`config.mk`:
```
export PLATFORM = sky130hd
export DESIGN_NAME = obi_wb_bus_arbiter_flat
export DESIGN_NICKNAME = d
export VERILOG_FILES = /design/src/rtl/obi_wb_bus_arbiter_if.sv /design/src/rtl/obi_wb_bus_arbiter.sv /design/src/flat_wrapper.sv
export SDC_FILE = /design/constraint.sdc
export NUM_CORES = 1
export LEC_CHECK = 0
export ABC_AREA = 1
export CAP_MARGIN = 20
export CORE_UTILIZATION = 46
export DETAILED_ROUTE_END_ITERATION = 6
export PLACE_DENSITY = 0.84
export SKIP_CTS_REPAIR_TIMING = 1
export SYNTH_ARGS = -nofsm -noshare
export SYNTH_HDL_FRONTEND = slang
export SYNTH_SLANG_ARGS = --single-unit
```
`constraint.sdc`:
```
create_clock -name clk_core -period 13.9 [get_ports clk_core]
set_clock_uncertainty 0.2 [all_clocks]
set_input_delay 4.17 -clock clk_core [delete_from_list [all_inputs] [get_ports clk_core]]
set_output_delay 4.17 -clock clk_core [all_outputs]
set_load 0.02 [all_outputs]
```
`src/rtl/obi_wb_bus_arbiter_if.sv`:
```
// Signal bundle between a core's OBI fetch/data ports, the arbiter and the
// Wishbone bus. The arbiter uses the slave view; the core/bus side uses master.
interface obi_wb_bus_arbiter_if #(
    parameter int ADDR_WIDTH = 32,
    parameter int DATA_WIDTH = 32
) ();
    logic                      instr_req_i;
    logic [ADDR_WIDTH-1:0]     instr_addr_i;
    logic                      instr_gnt_o;
    logic                      instr_rvalid_o;
    logic [DATA_WIDTH-1:0]     instr_rdata_o;
    logic                      data_req_i;
    logic                      data_we_i;
    logic [DATA_WIDTH/8-1:0]   data_be_i;
    logic [ADDR_WIDTH-1:0]     data_addr_i;
    logic [DATA_WIDTH-1:0]     data_wdata_i;
    logic                      data_gnt_o;
    logic                      data_rvalid_o;
    logic [DATA_WIDTH-1:0]     data_rdata_o;
    logic                      data_err_o;
    logic                      wb_cyc_o;
    logic                      wb_stb_o;
    logic                      wb_we_o;
    logic [DATA_WIDTH/8-1:0]   wb_wstrb_o;
    logic [ADDR_WIDTH-1:0]     wb_addr_o;
    logic [DATA_WIDTH-1:0]     wb_data_o;
    logic [DATA_WIDTH-1:0]     wb_data_i;
    logic                      wb_ack_i;

    modport slave (
        input  instr_req_i, instr_addr_i,
        input  data_req_i, data_we_i, data_be_i, data_addr_i, data_wdata_i,
        input  wb_data_i, wb_ack_i,
        output instr_gnt_o, instr_rvalid_o, instr_rdata_o,
        output data_gnt_o, data_rvalid_o, data_rdata_o, data_err_o,
        output wb_cyc_o, wb_stb_o, wb_we_o, wb_wstrb_o, wb_addr_o, wb_data_o
    );

    modport master (
        output instr_req_i, instr_addr_i,
        output data_req_i, data_we_i, data_be_i, data_addr_i, data_wdata_i,
        output wb_data_i, wb_ack_i,
        input  instr_gnt_o, instr_rvalid_o, instr_rdata_o,
        input  data_gnt_o, data_rvalid_o, data_rdata_o, data_err_o,
        input  wb_cyc_o, wb_stb_o, wb_we_o, wb_wstrb_o, wb_addr_o, wb_data_o
    );
endinterface

```
`src/rtl/obi_wb_bus_arbiter.sv`:
```
// Shares one Wishbone bus between OBI fetch and data ports: one transaction
// outstanding, registered responses, optional bus-stall timeout.
module obi_wb_bus_arbiter #(
    parameter int ADDR_WIDTH     = 32,
    parameter int DATA_WIDTH     = 32,
    parameter int ROUND_ROBIN    = 1,
    parameter int TIMEOUT_CYCLES = 255
) (
    input  logic                  clk_core,
    input  logic                  rst_core,
    obi_wb_bus_arbiter_if.slave   bus
);
    localparam int BE_W    = DATA_WIDTH / 8;
    localparam int CNT_W   = (TIMEOUT_CYCLES > 1) ? $clog2(TIMEOUT_CYCLES) : 1;
    localparam int TO_LAST = (TIMEOUT_CYCLES > 0) ? TIMEOUT_CYCLES - 1 : 0;

    localparam logic [1:0] S_IDLE = 2'd0;
    localparam logic [1:0] S_BUS  = 2'd1;
    localparam logic [1:0] S_RESP = 2'd2;

    logic [1:0]            r_state;
    logic                  r_owner;      // 1 = data port owns the bus
    logic                  r_last_data;  // round-robin pointer: last owner was data
    logic                  r_cyc;
    logic                  r_we;
    logic [ADDR_WIDTH-1:0] r_addr;
    logic [BE_W-1:0]       r_wstrb;
    logic [DATA_WIDTH-1:0] r_wdata;
    logic [DATA_WIDTH-1:0] r_instr_rdata;
    logic [DATA_WIDTH-1:0] r_data_rdata;
    logic                  r_data_err;
    logic                  r_instr_rvalid;
    logic                  r_data_rvalid;
    logic [CNT_W-1:0]      r_cnt;

    logic w_idle;
    logic w_pick_data;
    logic w_gnt_instr;
    logic w_gnt_data;
    logic w_timeout;

    // Data wins when alone, under fixed priority, or when instr owned the bus last.
    assign w_idle      = (r_state == S_IDLE);
    assign w_pick_data = bus.data_req_i &&
                         (!bus.instr_req_i || (ROUND_ROBIN == 0) || !r_last_data);
    assign w_gnt_data  = w_idle && w_pick_data;
    assign w_gnt_instr = w_idle && bus.instr_req_i && !w_pick_data;
    assign w_timeout   = (TIMEOUT_CYCLES != 0) && (r_cnt == CNT_W'(TO_LAST));

    always_ff @(posedge clk_core or posedge rst_core) begin
        if (rst_core) begin
            r_state        <= S_IDLE;
            r_owner        <= 1'b0;
            r_last_data    <= 1'b1;
            r_cyc          <= 1'b0;
            r_we           <= 1'b0;
            r_addr         <= '0;
            r_wstrb        <= '0;
            r_wdata        <= '0;
            r_instr_rdata  <= '0;
            r_data_rdata   <= '0;
            r_data_err     <= 1'b0;
            r_instr_rvalid <= 1'b0;
            r_data_rvalid  <= 1'b0;
            r_cnt          <= '0;
        end else begin
            case (r_state)
                S_IDLE: begin
                    if (w_gnt_instr || w_gnt_data) begin
                        r_owner <= w_gnt_data;
                        r_addr  <= w_gnt_data ? bus.data_addr_i : bus.instr_addr_i;
                        r_we    <= w_gnt_data && bus.data_we_i;
                        r_wstrb <= (w_gnt_data && bus.data_we_i) ? bus.data_be_i : '0;
                        r_wdata <= w_gnt_data ? bus.data_wdata_i : '0;
                        r_cnt   <= '0;
                        r_cyc   <= 1'b1;
                        r_state <= S_BUS;
                    end
                end
                S_BUS: begin
                    if (bus.wb_ack_i) begin
                        r_cyc   <= 1'b0;
                        r_state <= S_RESP;
                        if (r_owner) begin
                            r_data_rdata  <= bus.wb_data_i;
                            r_data_err    <= 1'b0;
                            r_data_rvalid <= 1'b1;
                        end else begin
                            r_instr_rdata  <= bus.wb_data_i;
                            r_instr_rvalid <= 1'b1;
                        end
                    end else if (w_timeout) begin
                        // Abort the stalled access; only the data port can report an error.
                        r_cyc   <= 1'b0;
                        r_state <= S_RESP;
                        if (r_owner) begin
                            r_data_rdata  <= '0;
                            r_data_err    <= 1'b1;
                            r_data_rvalid <= 1'b1;
                        end else begin
                            r_instr_rdata  <= '0;
                            r_instr_rvalid <= 1'b1;
                        end
                    end else begin
                        r_cnt <= r_cnt + 1'b1;
                    end
                end
                S_RESP: begin
                    r_instr_rvalid <= 1'b0;
                    r_data_rvalid  <= 1'b0;
                    r_last_data    <= r_owner;
                    r_state        <= S_IDLE;
                end
                default: r_state <= S_IDLE;
            endcase
        end
    end

    assign bus.instr_gnt_o    = w_gnt_instr;
    assign bus.data_gnt_o     = w_gnt_data;
    assign bus.instr_rvalid_o = r_instr_rvalid;
    assign bus.instr_rdata_o  = r_instr_rdata;
    assign bus.data_rvalid_o  = r_data_rvalid;
    assign bus.data_rdata_o   = r_data_rdata;
    assign bus.data_err_o     = r_data_err;
    assign bus.wb_cyc_o       = r_cyc;
    assign bus.wb_stb_o       = r_cyc;
    assign bus.wb_we_o        = r_we;
    assign bus.wb_wstrb_o     = r_wstrb;
    assign bus.wb_addr_o      = r_addr;
    assign bus.wb_data_o      = r_wdata;
endmodule

```
`src/flat_wrapper.sv`:
```
// flat-port wrapper written by rule: the top's interface ports become plain ports
module obi_wb_bus_arbiter_flat 
#(
    parameter int ADDR_WIDTH     = 32,
    parameter int DATA_WIDTH     = 32,
    parameter int ROUND_ROBIN    = 1,
    parameter int TIMEOUT_CYCLES = 255
)
  (clk_core, rst_core, bus_instr_req_i, bus_instr_addr_i, bus_data_req_i, bus_data_we_i, bus_data_be_i, bus_data_addr_i, bus_data_wdata_i, bus_wb_data_i, bus_wb_ack_i, bus_instr_gnt_o, bus_instr_rvalid_o, bus_instr_rdata_o, bus_data_gnt_o, bus_data_rvalid_o, bus_data_rdata_o, bus_data_err_o, bus_wb_cyc_o, bus_wb_stb_o, bus_wb_we_o, bus_wb_wstrb_o, bus_wb_addr_o, bus_wb_data_o);
  obi_wb_bus_arbiter_if #(.ADDR_WIDTH(ADDR_WIDTH), .DATA_WIDTH(DATA_WIDTH)) bus_i ();
  input  logic clk_core;
  input  logic rst_core;
  input wire logic [$bits(bus_i.instr_req_i)-1:0] bus_instr_req_i;
  input wire logic [$bits(bus_i.instr_addr_i)-1:0] bus_instr_addr_i;
  input wire logic [$bits(bus_i.data_req_i)-1:0] bus_data_req_i;
  input wire logic [$bits(bus_i.data_we_i)-1:0] bus_data_we_i;
  input wire logic [$bits(bus_i.data_be_i)-1:0] bus_data_be_i;
  input wire logic [$bits(bus_i.data_addr_i)-1:0] bus_data_addr_i;
  input wire logic [$bits(bus_i.data_wdata_i)-1:0] bus_data_wdata_i;
  input wire logic [$bits(bus_i.wb_data_i)-1:0] bus_wb_data_i;
  input wire logic [$bits(bus_i.wb_ack_i)-1:0] bus_wb_ack_i;
  output wire logic [$bits(bus_i.instr_gnt_o)-1:0] bus_instr_gnt_o;
  output wire logic [$bits(bus_i.instr_rvalid_o)-1:0] bus_instr_rvalid_o;
  output wire logic [$bits(bus_i.instr_rdata_o)-1:0] bus_instr_rdata_o;
  output wire logic [$bits(bus_i.data_gnt_o)-1:0] bus_data_gnt_o;
  output wire logic [$bits(bus_i.data_rvalid_o)-1:0] bus_data_rvalid_o;
  output wire logic [$bits(bus_i.data_rdata_o)-1:0] bus_data_rdata_o;
  output wire logic [$bits(bus_i.data_err_o)-1:0] bus_data_err_o;
  output wire logic [$bits(bus_i.wb_cyc_o)-1:0] bus_wb_cyc_o;
  output wire logic [$bits(bus_i.wb_stb_o)-1:0] bus_wb_stb_o;
  output wire logic [$bits(bus_i.wb_we_o)-1:0] bus_wb_we_o;
  output wire logic [$bits(bus_i.wb_wstrb_o)-1:0] bus_wb_wstrb_o;
  output wire logic [$bits(bus_i.wb_addr_o)-1:0] bus_wb_addr_o;
  output wire logic [$bits(bus_i.wb_data_o)-1:0] bus_wb_data_o;
  assign bus_i.instr_req_i = bus_instr_req_i;
  assign bus_i.instr_addr_i = bus_instr_addr_i;
  assign bus_i.data_req_i = bus_data_req_i;
  assign bus_i.data_we_i = bus_data_we_i;
  assign bus_i.data_be_i = bus_data_be_i;
  assign bus_i.data_addr_i = bus_data_addr_i;
  assign bus_i.data_wdata_i = bus_data_wdata_i;
  assign bus_i.wb_data_i = bus_wb_data_i;
  assign bus_i.wb_ack_i = bus_wb_ack_i;
  assign bus_instr_gnt_o = bus_i.instr_gnt_o;
  assign bus_instr_rvalid_o = bus_i.instr_rvalid_o;
  assign bus_instr_rdata_o = bus_i.instr_rdata_o;
  assign bus_data_gnt_o = bus_i.data_gnt_o;
  assign bus_data_rvalid_o = bus_i.data_rvalid_o;
  assign bus_data_rdata_o = bus_i.data_rdata_o;
  assign bus_data_err_o = bus_i.data_err_o;
  assign bus_wb_cyc_o = bus_i.wb_cyc_o;
  assign bus_wb_stb_o = bus_i.wb_stb_o;
  assign bus_wb_we_o = bus_i.wb_we_o;
  assign bus_wb_wstrb_o = bus_i.wb_wstrb_o;
  assign bus_wb_addr_o = bus_i.wb_addr_o;
  assign bus_wb_data_o = bus_i.wb_data_o;
  obi_wb_bus_arbiter #(.ADDR_WIDTH(ADDR_WIDTH), .DATA_WIDTH(DATA_WIDTH), .ROUND_ROBIN(ROUND_ROBIN), .TIMEOUT_CYCLES(TIMEOUT_CYCLES)) u_core (.clk_core(clk_core), .rst_core(rst_core), .bus(bus_i));
endmodule
```
==> run_results.csv, run 1 <==
group,metric,value,unit
run_status,status,"finished clean",
synthesis,synth_top_area_share,56.2,%
floorplan,initial_core_util,47.3,%
detailed_routing,ant_nets,0,
critical_path,rr_worst_depth,11,
sta,finalSetupTns,0,ps
critical_path,max_stage_delay,540,ps
floorplan,die_area,14800,um^2
global_route,antenna_found_initial,0,
sta,finalCritPeriodShare,72.6,%
cells_and_area,fin_util,71.7,%
synthesis,syn_area,6590,um^2
place,io_buffers,277,
synthesis,synth.largest_area_cell,"dfrtp_1",
place,hpwlAfterDp,12.8,mm
sta,relSlewSlack,46.6,%
sta,final.min_clock_period,10090,ps
power,peakVddDrop,0.179,mV
floorplan,io_pins,278,
critical_path,crit_chain,"clkdlybuf4s50_1 > nand2_1 > nand3_1 > buf_4 > inv_2 > clkdlybuf4s50_1",
synthesis,ys_ff_latch,149,
cells_and_area,area_delta_synth_final,51.8,%
clocking,cts_tree,"yes",
detailed_routing,wirelength,18.6,mm
critical_path,crit_fanout,32,
critical_path,reg2reg_slack,10340,ps
cells_and_area,nFillCells,1040,
clocking,clock_path_buffers,2,
critical_path,worstSetupPathType,"in2out",
hold_path,hold_depth,2,
synthesis,yosysWarnings,0,
cells_and_area,final_cells,1159,
detailed_routing,drc,0,
global_route,grt_usage,25.8,%
global_route,grt_max_degree,72,
synthesis,synth_most_common_cell,"nand2_1",
detailed_routing,routed_via_density,5.19,
synthesis,synthCells,713,
detailed_routing,wl_per_cell,16.1,um
synthesis,synth_area_leaders,"dfrtp_1, nand2_1, nand3_1",
sta,hold_viol,0,
clocking,clk_pin_slew_worst_paths,60,ps
clocking,clk_latency,420,ps
sta,holdWs,281,ps
synthesis,synth_nets,858,
sta,setup_violations,0,
clocking,htree_levels,4,
place,place.gp.congestion,0.807,
clocking,cts_root_buf,"clkbuf_16",
clocking,cts_buffers,17,
cells_and_area,design_area,10000,um^2
critical_path,r2r_end,"u_core.bus.wb_addr_o[10]",
power,power.leakage,4.48,nW
floorplan,rows,43,
flow_run,cap_viol_max_count,0,
sta,fmax,99.1,MHz
floorplan,die_y,122,um
cells_and_area,fin_nets,1111,
hold_path,hp-start,"u_core.bus.data_rdata_o[3]",
synthesis,synth.avg_cell_area,9.24,um^2
detailed_routing,drtIter0Drc,421,
synthesis,synth_ff_type,"dfrtp_1",
cells_and_area,drive_above_1_share,10.4,%
floorplan,core,13900,um^2
power,power_density,233,nW/um^2
hold_path,min_path_type,"reg2reg",
floorplan,die_w,122,um
synthesis,async_reset_ff_share,100,%
place,placed_cell_area,9390,um^2
cells_and_area,diodes,0,
critical_path,crit_path_start_kind,"input pin",
sta,worst_pin_slew,801,ps
critical_path,cpMostUsedCell,"clkdlybuf4s50_1",
sta,maxSlewViolCount,0,
critical_path,crit_slowest_cell,"clkdlybuf4s50_1",
critical_path,worst_setup_path_end_kind,"primary output",
synthesis,ys_seq_area_share,56.6,%
critical_path,required,9530,ps
clocking,numClockSinks,149,
synthesis,synth_common_cells,"nand2_1, dfrtp_1, nand3_1",
synthesis,synth_cell_types,26,
sta,rsz0062_at_grt,"no",
detailed_routing,vias,6011,
critical_path,r2r-start,"u_core.r_state[0]",
hold_path,min_to,"u_core.bus.data_rdata_o[3]",
place,dp.cells,1127,
global_route,first_global_vias,5867,
critical_path,worst-endpoint-arrival,5720,ps
synthesis,synth_edf_count,0,
global_route,grt_pass1_wl,29.2,mm
global_route,grt-ovfl-total,0,
detailed_routing,first_pass_iters,5,
[worst max-delay path: cells and delay by family]
family	cells	cell delay [ps]
buf+inv	4	1350
simple gates	2	190
[how the worst max path moves through the flow]
stage | slack (ps) | end | depth (start not counted) | start
finish | 3810 | bus_data_gnt_o | 6 | bus_instr_req_i
global route | 3710 | bus_data_gnt_o | 6 | bus_instr_req_i
CTS | 3800 | bus_data_gnt_o | 6 | bus_instr_req_i
detailed placement | 3800 | bus_data_gnt_o | 6 | bus_instr_req_i
global placement | 3840 | bus_data_gnt_o | 6 | bus_instr_req_i
floorplan | 4650 | bus_data_gnt_o | 5 | bus_instr_req_i
[routing by layer]
layer	up-vias	part of all wire [%]	global-route usage (%)
li1	2892	-	-
met1	2832	39	29.8
met2	254	50	44.2
met3	33	8.3	7.63
met4	0	2.7	11.5
met5	-	0	0
[through the flow]
stage | worst slack (ps) | total power, W
finish | 3810 | 0.00233
CTS | 3800 | 0.00235
detailed placement | 3800 | 0.00188
global route | 3710 | 0.00247
floorplan | 4650 | 0.00135
global placement | 3840 | 0.00185
[flip-flops by register name, indices dropped and copies added (netlist names)]
signal and cells:
u_core.bus.data_rdata_o 32, u_core.bus.data_rvalid_o 1, u_core.bus.instr_rvalid_o 1, u_core.r_state 2, u_core.bus.instr_rdata_o 32, u_core.bus.wb_cyc_o 1, u_core.r_last_data 1, u_core.bus.wb_addr_o 32
u_core.bus.wb_data_o 32, u_core.bus.wb_wstrb_o 4, u_core.bus.wb_we_o 1, u_core.r_owner 1, u_core.r_cnt 8, u_core.bus.data_err_o 1
[cells in the final DEF (no fill, tap or decap), types with 2 or more instances in the layout]
cell	synthesis	routed
o21bai_1	2	2
buf_4	5	7
clkinv_4	0	4
or2_2	35	35
nand2_1	196	196
nand2_2	5	5
o21ai_0	19	19
inv_6	0	5
inv_1	21	19
clkdlybuf4s50_1	0	277
nand3_4	2	2
inv_8	0	2
o21ai_2	13	13
ha_1	7	7
clkinvlp_4	0	2
nand3_1	116	116
clkbuf_16	0	17
nor2_1	6	6
nand3_2	2	2
o211ai_1	32	32
o21ai_1	52	52
dfrtp_1	148	148
bufinv_16	0	2
[final cells by class]
class | instances | area [um^2] | area share (%)
well taps | 180 | 225 | 2.25
inverters | 21 | 83.8 | 0.839
clock inverters | 14 | 168 | 1.68
flip-flops and latches | 149 | 3730 | 37.3
multi-input cells | 492 | 2500 | 25.0
repair buffers | 285 | 2850 | 28.5
clock buffers | 18 | 439 | 4.39
[power breakdown]
part           switching (W)  internal (W)
sequential          0.000110      0.000629
clock               0.000191      0.000275
combinational       0.000633      0.000496
total               0.000934       0.00140
[kinds of logic (layout without fill, tap and decap cells)]
family	Yosys count	in the layout	share of synthesized area, %
compound gates	119	119	11.1
fa+ha+maj	7	7	1.33
simple gates	366	366	25.5
flops	149	149	56.6
buf+inv	72	338	5.43
Note: power is estimated with default switching activity, not from simulation.
==> inputs of run 2 (changes only) <==
--- a/config.mk
+++ b/config.mk
@@ -7,9 +7,9 @@
 export LEC_CHECK = 0
 export ABC_AREA = 1
 export CAP_MARGIN = 20
-export CORE_UTILIZATION = 46
+export CORE_UTILIZATION = 43
 export DETAILED_ROUTE_END_ITERATION = 6
-export PLACE_DENSITY = 0.84
+export PLACE_DENSITY = 0.79
 export SKIP_CTS_REPAIR_TIMING = 1
 export SYNTH_ARGS = -nofsm -noshare
 export SYNTH_HDL_FRONTEND = slang
==> constraint.sdc (replaced) <==
create_clock -name clk_core -period 9.4 [get_ports clk_core]
set_clock_uncertainty 0.2 [all_clocks]
set_input_delay 2.82 -clock clk_core [delete_from_list [all_inputs] [get_ports clk_core]]
set_output_delay 2.82 -clock clk_core [all_outputs]
set_load 0.02 [all_outputs]
==> run_results.csv, run 2 (synthesis gave the netlist of run 1 again) <==
group,metric,value,unit
cells_and_area,fin_nets,1110,
place,io_buffers,277,
floorplan,die_area,15800,um^2
sta,finalCritPeriodShare,78.3,%
sta,finalSetupTns,0,ps
sta,rsz0062_at_grt,"no",
floorplan,core,14800,um^2
global_route,grt_max_degree,79,
critical_path,worst-endpoint-arrival,4340,ps
detailed_routing,first_pass_iters,5,
hold_path,min_path_type,"reg2reg",
critical_path,crit_fanout,33,
critical_path,worstSetupPathType,"in2out",
cells_and_area,design_area,10000,um^2
global_route,groute.layer.met1.usage,28.8,%
clocking,cts_buffers,17,
floorplan,rows,44,
flow_run,cap_viol_max_count,0,
place,placed_cell_area,9370,um^2
cells_and_area,final_cell_mix,"clkdlybuf4s50_1, nand2_1, dfrtp_1",
detailed_routing,wl_per_cell,16.3,um
clocking,cts_tree,"yes",
power,power_density,352,nW/um^2
clocking,numClockSinks,149,
sta,final.min_clock_period,7360,ps
critical_path,required,6380,ps
place,place.gp.congestion,0.768,
floorplan,die_w,126,um
detailed_routing,ant_nets,0,
floorplan,initial_core_util,44.6,%
global_route,gr-usage-met3,9.43,%
global_route,grt_pass1_wl,30.7,mm
clocking,clock_path_buffers,2,
run_status,status,"finished clean",
sta,hold_viol,0,
sta,setup_violations,0,
detailed_routing,routed_via_density,5.14,
clocking,clk_pin_slew_worst_paths,60,ps
critical_path,worst_setup_path_end_kind,"primary output",
detailed_routing,drtIter0Drc,459,
floorplan,io_pins,278,
power,peakVddDrop,0.238,mV
detailed_routing,vias,5976,
global_route,antenna_found_initial,2,
global_route,first_global_vias,5954,
clocking,htree_levels,4,
sta,relSlewSlack,34.2,%
sta,fmax,136,MHz
floorplan,die_y,126,um
power,power.leakage,4.48,nW
clocking,cts_root_buf,"clkbuf_16",
global_route,grt_usage,24.9,%
critical_path,crit_path_start_kind,"input pin",
cells_and_area,drive_above_1_share,10.1,%
sta,maxSlewViolCount,0,
cells_and_area,final_common_cell,"clkdlybuf4s50_1",
clocking,clk_latency,410,ps
global_route,busiest_layer,"met2",
global_route,use_met2,41.9,%
cells_and_area,area_delta_synth_final,52.5,%
sta,worst_pin_slew,987,ps
detailed_routing,drc,0,
global_route,grt-ovfl-total,0,
place,hpwlAfterDp,13.0,mm
detailed_routing,wirelength,19.0,mm
run 2: changes by cell type in the layout (fill, tap and decap cells not counted):
cell	before	now
clkbuf_1	0	1
clkinvlp_4	2	5
clkinv_4	4	0
bufinv_16	2	6
diode_2	0	2
inv_8	2	0
inv_6	5	2
buf_16	1	0
run 2: report_power, final:
group | total, W | leakage (nW) | internal, W | switching (W)
logic | 0.00167 | 2.24 | 0.000731 | 0.000939
clock network | 0.000767 | 0.308 | 0.000504 | 0.000263
registers | 0.00109 | 1.93 | 0.000931 | 0.000164
total | 0.00353 | 4.48 | 0.00217 | 0.00137
run 2: per-stage QoR:
stage	hold WS [ps]	instances	setup WS (ps)	utilization, %	power (W)
after floorplan	267	713	2370	-	0.00200
after global placement	264	1130	2060	63.5	0.00274
after detailed placement	268	1130	2050	63.5	0.00278
after CTS	283	1161	2040	68.0	0.00356
after global routing	299	1163	1970	68.1	0.00374
final	281	1163	2040	68.1	0.00353
run 2: path summary, 6_finish.rpt:
kind,startpoint,to,slack (ps),cells past startpoint
min in group asynchronous,rst_core,u_core.bus.wb_data_o[3],2690,2
worst max register to register,u_core.r_state[0],u_core.bus.wb_addr_o[30],6400,10
worst min-delay path,u_core.bus.data_rdata_o[30],u_core.bus.data_rdata_o[30],280,2
worst min register to register,u_core.bus.data_rdata_o[30],u_core.bus.data_rdata_o[30],280,2
worst max-delay path,bus_instr_req_i,bus_data_gnt_o,2040,6
max in group asynchronous,rst_core,u_core.bus.wb_wstrb_o[3],4850,3
run 2: layer usage:
metal	up-vias	share of wire, %
met5	-	0
met4	0	2.4
met3	27	9.3
met2	238	50
met1	2831	39
li1	2880	-
run 2: cell type report:
class / instances / area (um^2)
Antenna cell: 2 / 5.00
Clock buffer: 19 / 443
Clock inverter: 12 / 226
Fill cell: 1186 / 4710
Inverter: 21 / 83.8
Multi-Input combinational cell: 492 / 2500
Sequential cell: 149 / 3730
Tap cell: 184 / 230
Timing Repair Buffer: 284 / 2830
run 2: worst max-delay path: stages:
cell	delay [ps]
clkdlybuf4s50_1	470
nand2_1	80
nand3_1	70
buf_4	280
inv_2	60
clkdlybuf4s50_1	540
